--- src/rtl/ioport_arbiter_pkg.sv ---
// Shared types for the GPIO write arbiter: op encodings, FSM states, width default.
package ioport_arbiter_pkg;
  localparam int WIDTH_DEF = 8;

  typedef enum logic [1:0] {
    OP_WRITE = 2'b00,
    OP_SET   = 2'b01,
    OP_CLR   = 2'b10,
    OP_TGL   = 2'b11
  } op_e;

  typedef enum logic {
    IDLE   = 1'b0,
    LOCKED = 1'b1
  } state_e;
endpackage

--- src/rtl/ioport_arbiter_if.sv ---
// Request, pad and edge-flag bundle between CPU/aux requesters, the arbiter and the GPIO pads.
interface ioport_arbiter_if import ioport_arbiter_pkg::*; #(parameter int WIDTH = WIDTH_DEF);
  logic             r0_valid, r0_ready;
  logic [1:0]       r0_op;
  logic [WIDTH-1:0] r0_data;
  logic             r1_valid, r1_ready, r1_lock;
  logic [1:0]       r1_op;
  logic [WIDTH-1:0] r1_data;
  logic             dir_we;
  logic [WIDTH-1:0] dir_wd, edge_en, edge_clr;
  logic             io_we;
  logic [WIDTH-1:0] io_wd, io_dir, io_rd;
  logic [WIDTH-1:0] pin_in, out_shadow, edge_flags;
  logic             irq, locked;

  modport slave (
    input  r0_valid, r0_op, r0_data, r1_valid, r1_op, r1_data, r1_lock,
           dir_we, dir_wd, edge_en, edge_clr, io_rd,
    output r0_ready, r1_ready, io_we, io_wd, io_dir, pin_in, out_shadow,
           edge_flags, irq, locked
  );

  modport master (
    output r0_valid, r0_op, r0_data, r1_valid, r1_op, r1_data, r1_lock,
           dir_we, dir_wd, edge_en, edge_clr, io_rd,
    input  r0_ready, r1_ready, io_we, io_wd, io_dir, pin_in, out_shadow,
           edge_flags, irq, locked
  );
endinterface

--- src/rtl/ioport_arbiter_edge_sync.sv ---
// Pin input synchroniser with sticky rising-edge flags and a registered interrupt.
module ioport_edge_sync #(
  parameter int WIDTH       = 8,
  parameter int SYNC_STAGES = 2
) (
  input  logic             clk,
  input  logic             rst,
  input  logic [WIDTH-1:0] io_rd_i,
  input  logic [WIDTH-1:0] edge_en_i,
  input  logic [WIDTH-1:0] edge_clr_i,
  output logic [WIDTH-1:0] pin_in_o,
  output logic [WIDTH-1:0] edge_flags_o,
  output logic             irq_o
);
  logic [SYNC_STAGES-1:0][WIDTH-1:0] sync_q;
  logic [WIDTH-1:0] prev_q, flags_q, flags_d, rise;
  logic             irq_q;

  assign pin_in_o = sync_q[SYNC_STAGES-1];
  assign rise     = pin_in_o & ~prev_q;
  // A rise in the same cycle as a clear wins so no edge is ever lost.
  assign flags_d  = (flags_q & ~edge_clr_i) | rise;

  always_ff @(posedge clk or posedge rst) begin
    if (rst) begin
      sync_q  <= '0;
      prev_q  <= '0;
      flags_q <= '0;
      irq_q   <= 1'b0;
    end else begin
      sync_q  <= {sync_q[SYNC_STAGES-2:0], io_rd_i};
      prev_q  <= pin_in_o;
      flags_q <= flags_d;
      irq_q   <= |(flags_q & edge_en_i);
    end
  end

  assign edge_flags_o = flags_q;
  assign irq_o        = irq_q;
endmodule

--- src/rtl/ioport_arbiter.sv ---
// Two-requester GPIO output arbiter: round-robin / lock FSM, masked shadow updates, pad drive.
module ioport_arbiter import ioport_arbiter_pkg::*; #(
  parameter int WIDTH       = WIDTH_DEF,
  parameter int SYNC_STAGES = 2,
  parameter int LOCK_MAX    = 64
) (
  input  logic           clk,
  input  logic           rst,
  ioport_arbiter_if.slave bus
);
  localparam int CW = (LOCK_MAX > 1) ? $clog2(LOCK_MAX) : 1;

  state_e           state_q, state_d;
  logic             rr_q, rr_d;
  logic [CW-1:0]    cnt_q, cnt_d;
  logic [WIDTH-1:0] shadow_q, shadow_d, io_wd_q, io_dir_q;
  logic             io_we_q, gnt0, gnt1;
  op_e              sel_op;
  logic [WIDTH-1:0] sel_data;

  always_comb begin
    gnt0 = 1'b0;
    gnt1 = 1'b0;
    if (state_q == IDLE) begin
      // rr_q=0 favours r0 on contention
      gnt0 = bus.r0_valid && (!bus.r1_valid || !rr_q);
      gnt1 = bus.r1_valid && (!bus.r0_valid || rr_q);
    end else begin
      gnt1 = bus.r1_valid;
    end
  end

  assign sel_op   = gnt1 ? op_e'(bus.r1_op) : op_e'(bus.r0_op);
  assign sel_data = gnt1 ? bus.r1_data : bus.r0_data;

  always_comb begin
    shadow_d = shadow_q;
    if (gnt0 || gnt1) begin
      case (sel_op)
        OP_WRITE: shadow_d = sel_data;
        OP_SET:   shadow_d = shadow_q | sel_data;
        OP_CLR:   shadow_d = shadow_q & ~sel_data;
        OP_TGL:   shadow_d = shadow_q ^ sel_data;
      endcase
    end
  end

  always_comb begin
    state_d = state_q;
    rr_d    = rr_q;
    cnt_d   = cnt_q;
    if (state_q == IDLE) begin
      cnt_d = '0;
      if (gnt0) rr_d = 1'b1;
      if (gnt1) rr_d = 1'b0;
      if (gnt1 && bus.r1_lock) state_d = LOCKED;
    end else if (!bus.r1_lock || cnt_q == CW'(LOCK_MAX - 1)) begin
      state_d = IDLE;
      cnt_d   = '0;
      rr_d    = 1'b0;
    end else begin
      cnt_d = cnt_q + CW'(1);
    end
  end

  always_ff @(posedge clk or posedge rst) begin
    if (rst) begin
      state_q  <= IDLE;
      rr_q     <= 1'b0;
      cnt_q    <= '0;
      shadow_q <= '0;
      io_we_q  <= 1'b0;
      io_wd_q  <= '0;
      io_dir_q <= '0;
    end else begin
      state_q  <= state_d;
      rr_q     <= rr_d;
      cnt_q    <= cnt_d;
      shadow_q <= shadow_d;
      io_we_q  <= gnt0 || gnt1;
      if (gnt0 || gnt1) io_wd_q <= shadow_d;
      if (bus.dir_we)   io_dir_q <= bus.dir_wd;
    end
  end

  assign bus.r0_ready   = gnt0;
  assign bus.r1_ready   = gnt1;
  assign bus.io_we      = io_we_q;
  assign bus.io_wd      = io_wd_q;
  assign bus.io_dir     = io_dir_q;
  assign bus.out_shadow = shadow_q;
  assign bus.locked     = (state_q == LOCKED);

  ioport_edge_sync #(.WIDTH(WIDTH), .SYNC_STAGES(SYNC_STAGES)) u_edge (
    .clk          (clk),
    .rst          (rst),
    .io_rd_i      (bus.io_rd),
    .edge_en_i    (bus.edge_en),
    .edge_clr_i   (bus.edge_clr),
    .pin_in_o     (bus.pin_in),
    .edge_flags_o (bus.edge_flags),
    .irq_o        (bus.irq)
  );
endmodule

--- src/flat_wrapper.sv ---
// flat-port wrapper written by rule: the top's interface ports become plain ports
module ioport_arbiter_flat import ioport_arbiter_pkg::*;
#(
  parameter int WIDTH       = WIDTH_DEF,
  parameter int SYNC_STAGES = 2,
  parameter int LOCK_MAX    = 64
)
  (clk, rst, bus_r0_valid, bus_r0_op, bus_r0_data, bus_r1_valid, bus_r1_op, bus_r1_data, bus_r1_lock, bus_dir_we, bus_dir_wd, bus_edge_en, bus_edge_clr, bus_io_rd, bus_r0_ready, bus_r1_ready, bus_io_we, bus_io_wd, bus_io_dir, bus_pin_in, bus_out_shadow, bus_edge_flags, bus_irq, bus_locked);
  ioport_arbiter_if #(.WIDTH(WIDTH)) bus_i ();
  input  logic clk;
  input  logic rst;
  input wire logic [$bits(bus_i.r0_valid)-1:0] bus_r0_valid;
  input wire logic [$bits(bus_i.r0_op)-1:0] bus_r0_op;
  input wire logic [$bits(bus_i.r0_data)-1:0] bus_r0_data;
  input wire logic [$bits(bus_i.r1_valid)-1:0] bus_r1_valid;
  input wire logic [$bits(bus_i.r1_op)-1:0] bus_r1_op;
  input wire logic [$bits(bus_i.r1_data)-1:0] bus_r1_data;
  input wire logic [$bits(bus_i.r1_lock)-1:0] bus_r1_lock;
  input wire logic [$bits(bus_i.dir_we)-1:0] bus_dir_we;
  input wire logic [$bits(bus_i.dir_wd)-1:0] bus_dir_wd;
  input wire logic [$bits(bus_i.edge_en)-1:0] bus_edge_en;
  input wire logic [$bits(bus_i.edge_clr)-1:0] bus_edge_clr;
  input wire logic [$bits(bus_i.io_rd)-1:0] bus_io_rd;
  output wire logic [$bits(bus_i.r0_ready)-1:0] bus_r0_ready;
  output wire logic [$bits(bus_i.r1_ready)-1:0] bus_r1_ready;
  output wire logic [$bits(bus_i.io_we)-1:0] bus_io_we;
  output wire logic [$bits(bus_i.io_wd)-1:0] bus_io_wd;
  output wire logic [$bits(bus_i.io_dir)-1:0] bus_io_dir;
  output wire logic [$bits(bus_i.pin_in)-1:0] bus_pin_in;
  output wire logic [$bits(bus_i.out_shadow)-1:0] bus_out_shadow;
  output wire logic [$bits(bus_i.edge_flags)-1:0] bus_edge_flags;
  output wire logic [$bits(bus_i.irq)-1:0] bus_irq;
  output wire logic [$bits(bus_i.locked)-1:0] bus_locked;
  assign bus_i.r0_valid = bus_r0_valid;
  assign bus_i.r0_op = bus_r0_op;
  assign bus_i.r0_data = bus_r0_data;
  assign bus_i.r1_valid = bus_r1_valid;
  assign bus_i.r1_op = bus_r1_op;
  assign bus_i.r1_data = bus_r1_data;
  assign bus_i.r1_lock = bus_r1_lock;
  assign bus_i.dir_we = bus_dir_we;
  assign bus_i.dir_wd = bus_dir_wd;
  assign bus_i.edge_en = bus_edge_en;
  assign bus_i.edge_clr = bus_edge_clr;
  assign bus_i.io_rd = bus_io_rd;
  assign bus_r0_ready = bus_i.r0_ready;
  assign bus_r1_ready = bus_i.r1_ready;
  assign bus_io_we = bus_i.io_we;
  assign bus_io_wd = bus_i.io_wd;
  assign bus_io_dir = bus_i.io_dir;
  assign bus_pin_in = bus_i.pin_in;
  assign bus_out_shadow = bus_i.out_shadow;
  assign bus_edge_flags = bus_i.edge_flags;
  assign bus_irq = bus_i.irq;
  assign bus_locked = bus_i.locked;
  ioport_arbiter #(.WIDTH(WIDTH), .SYNC_STAGES(SYNC_STAGES), .LOCK_MAX(LOCK_MAX)) u_core (.clk(clk), .rst(rst), .bus(bus_i));
endmodule
--- config.mk ---
export PLATFORM = sky130hd
export DESIGN_NAME = ioport_arbiter_flat
export DESIGN_NICKNAME = d
export VERILOG_FILES = /design/src/rtl/ioport_arbiter_pkg.sv /design/src/rtl/ioport_arbiter_if.sv /design/src/rtl/ioport_arbiter_edge_sync.sv /design/src/rtl/ioport_arbiter.sv /design/src/flat_wrapper.sv
export SDC_FILE = /design/constraint.sdc
export NUM_CORES = 1
export LEC_CHECK = 0
export BUFFER_PORTS_ARGS = -buffer_cell sky130_fd_sc_hd__buf_2
export CAP_MARGIN = 20
export CORE_ASPECT_RATIO = 1.75
export CORE_MARGIN = 2
export CORE_UTILIZATION = 50
export CTS_CLUSTER_DIAMETER = 50
export DETAILED_ROUTE_END_ITERATION = 8
export GPL_TIMING_DRIVEN = 0
export PLACE_DENSITY = 0.79
export RECOVER_POWER = 50
export SLEW_MARGIN = 0
export SYNTH_ARGS = -nofsm -noshare
export SYNTH_HDL_FRONTEND = slang
export SYNTH_SLANG_ARGS = --single-unit
--- constraint.sdc ---
create_clock -name clk -period 3.2 [get_ports clk]
set_clock_uncertainty 0.2 [all_clocks]
set_input_delay 0.16 -clock clk [delete_from_list [all_inputs] [get_ports clk]]
set_output_delay 0.16 -clock clk [all_outputs]
set_load 0.005 [all_outputs]
Word level (Yosys, flattened, before mapping)
Index checks and enable logic that the tools add are counted.

Add/subtract/negate cells: 1. Equality and inequality tests: 5. Muxes and demuxes: 15. Bitwise operators: 10. Reductions and logical operators: 15.

Operator list (number): $and A8 B8 Y8 (4); $pmux W8 S4 (1); $not A8 Y8 (3); $mux W8 (2); $or A8 B8 Y8 (2); $mux W6 (2); $mux W1 (9); $reduce_or A8 Y1 (1); $xor A8 B8 Y8 (1); $add A6 B1 Y6 const B (1); $eq A6 B6 Y1 const B (1); $eq A2 B2 Y1 const B (2); $logic_not A1 Y1 (4); $logic_or A1 B1 Y1 (4); $logic_and A1 B1 Y1 (3); $reduce_bool A3 Y1 (1); $eq A2 B1 Y1 const B (1); $logic_not A2 Y1 (1); $mux W2 (1); $ne A2 B2 Y1 const B (1); $reduce_and A2 Y1 (1).

Bits in registers: 66. Output and inout bits: 45. Word-level logic and storage cells: 58.

Logic depth before layout (Yosys ltp)
Depth after elaboration: 9. Depth in mapped cells: 9. Gate-level depth less buffers: 7.

Hierarchy
A second synthesis with hierarchy kept.

Cells, all modules: 276. Area, all modules: 3119.2 um^2.

Modules (own cells, without submodules): ioport_arbiter (instances 1, cells an instance 205, area each 2083.2 um^2, sequential area each 825.8 um^2); ioport_edge_sync (instances 1, cells an instance 71, area each 1036.0 um^2, sequential area each 825.8 um^2).

Worst setup path after synthesis
No wires, ideal clock.

Path type: flip-flop to flip-flop. Start: reg u_core.state_q (netlist: u_core.bus.locked). End: reg u_core.io_wd_q[1] (netlist: u_core.bus.io_wd[1]). Library setup time: 0.064 ns. Data arrival time: 2.476 ns. Path slack: 0.459 ns. Stages on the path, launching flop included: 10. Path buffers: 2. Period minus slack after synthesis: 2.741 ns. Cells stage by stage: dfrtp_1 > buf_6 > or3b_4 > nand2_1 > buf_2 > mux2i_1 > ha_1 > or3_1 > a311oi_1 > a21o_1.

Word-level cells in the longest chain between the ends: 6. Elaborated cells between the ends (all ways): 15.

RTL lines: start, declared (RTL line ioport_arbiter.sv:13) `state_e state_q, state_d;`; start signal, assigned (RTL line ioport_arbiter.sv:76) `state_q <= state_d;`; $mux W1 (RTL line ioport_arbiter.sv:24) `if (state_q == IDLE) begin`; $mux W8 (RTL line ioport_arbiter.sv:34) `assign sel_data = gnt1 ? bus.r1_data : bus.r0_data;`; $not A8 Y8 (RTL line ioport_arbiter.sv:42) `OP_CLR: shadow_d = shadow_q & ~sel_data;`; $and A8 B8 Y8 (RTL line ioport_arbiter.sv:42); $pmux W8 S4 (RTL line ioport_arbiter.sv:39) `case (sel_op)`; $mux W8 (RTL line ioport_arbiter.sv:38) `if (gnt0 || gnt1) begin`; end signal, assigned (RTL line ioport_arbiter.sv:81) `if (gnt0 || gnt1) io_wd_q <= shadow_d;`; end, declared (RTL line ioport_arbiter.sv:16) `logic [WIDTH-1:0] shadow_q, shadow_d, io_wd_q, io_dir_q;`.

Several ways; a longest one is shown, not always the timed one. A chain may end at the register's enable or synchronous reset.

Worst setup path in the final report
Start: reg u_core.state_q (netlist: u_core.bus.locked). End: reg u_core.shadow_q[7] (netlist: u_core.bus.out_shadow[7]).

Word-level cells in the longest chain between the ends: 6. Elaborated cells between the ends (all ways): 15.

RTL lines: $mux W1 (RTL line ioport_arbiter.sv:24); $mux W8 (RTL line ioport_arbiter.sv:34); $not A8 Y8 (RTL line ioport_arbiter.sv:42); $and A8 B8 Y8 (RTL line ioport_arbiter.sv:42); $pmux W8 S4 (RTL line ioport_arbiter.sv:39); $mux W8 * (RTL line ioport_arbiter.sv:38); named net u_core.shadow_d[7] (RTL line ioport_arbiter.sv:16); end signal, assigned (RTL line ioport_arbiter.sv:79) `shadow_q <= shadow_d;`; end, declared (RTL line ioport_arbiter.sv:16).

Mark *: on every way through the listed nets, which the timed path passes. The rest lies on a longest branch.

==> flow_summary.json <==
{
  "synth_cells": 286,
  "die_w_um": 63.7,
  "crit_buf_inv": 2,
  "cts-root-buf": "clkbuf_8",
  "diodes": 0,
  "area_growth_pct": 34.6,
  "synth_area_um2": 3120,
  "cap_viol_max_count": 0,
  "via_per_inst": 5.30,
  "core_area_um2": 6130,
  "clock.fmax_mhz": 328,
  "cts_setup_buffers": 0,
  "nNetsFinal": 500,
  "muxShareOfSynthArea_pct": 6.13,
  "hold_viol": 0,
  "drc": 0,
  "numPortBuffers": 97,
  "status": "completed",
  "routedWlPerCell_um": 15.1,
  "ys_ff_latch": 66,
  "slew_headroom_pct": 28.5,
  "post_route_cells_drive_above_1_share_pct": 29.5,
  "initial_core_util_pct": 50.9,
  "rsz0062_at_grt": "no",
  "end_kind": "register",
  "path_class": "reg2reg",
  "synth-xor-area-share_pct": 1.12,
  "critPathMaxStageDelay_ns": 0.42,
  "tns_ns": 0,
  "dr.pass1.iters": 4,
  "slowest_stage": "a311oi_1",
  "cp_cell_sequence": "buf_6 -> or3b_4 -> nand2_1 -> clkbuf_4 -> mux2i_1 -> ha_1 -> or3_1 -> a311oi_1 -> a21o_1",
  "ys_types": 35,
  "setup_viol": 0,
  "crit_family": "simple AND/OR/NAND/NOR gates",
  "worstPathArrival_ns": 3.13,
  "power_density_nw_per_um2": 522,
  "die_h_um": 109,
  "synth_top_family_by_area": "compound AO/OA/AOI/OAI gates",
  "synthSimpleGateAreaFrac_pct": 9.82,
  "dieArea_um2": 6920,
  "io-pin-count": 103,
  "via_count": 2704,
  "antenna_found_initial": 0,
  "grt_overflow": 0,
  "drtIter0Drc": 162,
  "clk_latency_ns": 0.35,
  "hpwl_um": 5140,
  "clock_path_buffers": 2,
  "timing.hold.ws_ns": 0.125,
  "ant_nets": 0,
  "synth_compound_area_share_pct": 15.5,
  "grt_max_degree": 47,
  "grt_pass1_wl_um": 12600,
  "fin_crit_sh_pct": 95.2,
  "yosys_warnings": 0,
  "seq_area_frac_synth_pct": 52.9,
  "cts.reportedPaths.clkPinSlew_ns": 0.07,
  "cp-start-kind": "register",
  "grt_pass1_vias": 2745,
  "cts_buffers": 9,
  "gp_congestion": 0.913,
  "peakVddDrop_mv": 0.357,
  "hold_class": "in2reg",
  "cts_tree": "done",
  "p_leak_uw": 0.00214,
  "drt_wl_total_um": 7690,
  "avgSynthCellArea_um2": 10.9,
  "grt_usage_pct": 24.1,
  "worstPathRequired_ns": 3.28,
  "worst_pin_slew_ns": 1.07,
  "cts_sinks": 66,
  "synth_nets": 361,
  "slew_violations": 0,
  "htreeDepth": 3,
  "synthAdderAreaFrac_pct": 6.81,
  "crit_fanout": 10,
  "rows": 38,
  "fin_crit_ns": 3.05
}
-- sequential cells by signal, indices dropped and copies added, names as in the netlist --
| register | flops |
|---|---|
| u_core.u_edge.pin_in_o | 8 |
| u_core.bus.io_we | 1 |
| u_core.rr_q | 1 |
| u_core.u_edge.prev_q | 8 |
| u_core.bus.io_dir | 8 |
| u_core.bus.io_wd | 8 |
| u_core.bus.locked | 1 |
| u_core.u_edge.sync_q | 8 |
| u_core.u_edge.edge_flags_o | 8 |
| u_core.cnt_q | 6 |
| u_core.bus.out_shadow | 8 |
| u_core.u_edge.irq_o | 1 |
-- power breakdown --
group | switching [uW] | internal [uW] | total (uW) | leakage (uW)
sequential | 67.7 | 929 | 997 | 0.000789
combinational | 246 | 245 | 491 | 0.00124
clock | 323 | 382 | 705 | 0.000103
-- final cells by class --
type	instances	area, um2
fill	474	1930
sequential	66	1650
multi-input combinational	168	1230
timing repair buffer	128	774
clock buffer	10	138
buffer	22	131
inverter	30	113
tap	80	100
clock inverter	6	65.1
-- Yosys cell counts (all sizes together) --
master  instances  area [um2]
a21boi          1        11.3
a21o           17         128
a21oi          25         125
a22oi           4        30.0
a311oi          8        82.6
and2            2        12.5
and3            3        23.8
buf            12        91.3
clkbuf         10        37.5
dfrtp          66        1650
ha             17         213
inv            30         113
mux2            9         101
mux2i           9        90.1
nand2           3        11.3
nand2b          1        6.26
nand3           3        15.0
nand4           1        6.26
nand4b          1        8.76
nor2            6        22.5
nor2b           1        6.26
nor3           24         120
nor3b           1        12.5
o21ai          10        50.0
o22ai           9        56.3
or3             8        50.1
or3b            1        11.3
xnor2           2        17.5
xor2            2        17.5
-- per-layer routing --
metal / up-vias / wire length, um / track usage (%)
met2: 117 / 4300 / 44.1
met5: - / 0 / 0
met3: 19 / 375 / 5.62
met4: 0 / 149 / 10.6
met1: 1291 / 2870 / 26.3
li1: 1277 / - / -
-- logic make-up (layout without fill, tap and decap cells) --
kind of cell,after synthesis,after routing
buffers and inverters,52,196
adder cells (fa/ha/maj),17,17
XOR/XNOR,4,4
flip-flops,66,66
AO/OA/AOI/OAI,74,74
AND/OR/NAND/NOR,55,55
multiplexers,18,18
-- through the flow --
stage	util (%)	total power [uW]	cells	setup slack, ns	instance area (um2)
2_1_floorplan	-	1280	286	0.459	3120
3_3_place_gp	60.4	1450	463	0.210	3710
3_5_place_dp	60.8	1470	464	0.170	3730
4_1_cts	69.0	2220	510	0.141	4230
5_1_grt	68.5	2330	510	0.0206	4200
6_report	68.5	2190	510	0.154	4200
-- cells in the final DEF (no fill, tap or decap), types with 3 or more instances in the layout --
cell type	netlist	routed
ha_1	17	17
buf_2	1	84
buf_4	8	8
a311oi_1	6	6
mux2i_1	9	9
o22ai_1	9	9
dfrtp_1	66	66
dlygate4sd3_1	0	30
clkbuf_1	10	22
nor2_1	6	6
clkbuf_8	0	10
nand3_1	3	3
o21ai_0	9	9
a22oi_1	4	4
or3_1	8	8
mux2_2	9	9
inv_1	30	30
nand2_1	3	3
nor3_1	24	24
a21o_1	17	17
a21oi_1	25	25
-- path summary, 6_finish.rpt --
path                                          from                        end  cells after the start  slack (ns)
min reg2reg                u_core.u_edge.sync_q[6]  u_core.u_edge.pin_in_o[6]                      0        0.15
max reg2reg                      u_core.bus.locked   u_core.bus.out_shadow[7]                      9        0.15
max in group asynchronous                      rst       u_core.bus.io_dir[0]                      4        0.96
min                                     bus_dir_we       u_core.bus.io_dir[5]                      2        0.12
min in group asynchronous                      rst                u_core.rr_q                      3        0.31
max                              u_core.bus.locked   u_core.bus.out_shadow[7]                      9        0.15
-- timing repair --
item                                    4_1_cts  5_1_grt
hold endpoints to repair                     48        0
endpoints found under the setup margin        0        4
hold buffers                                 30        0
gates resized for setup                       0        1
No activity file was read; power rests on OpenSTA's default activity.
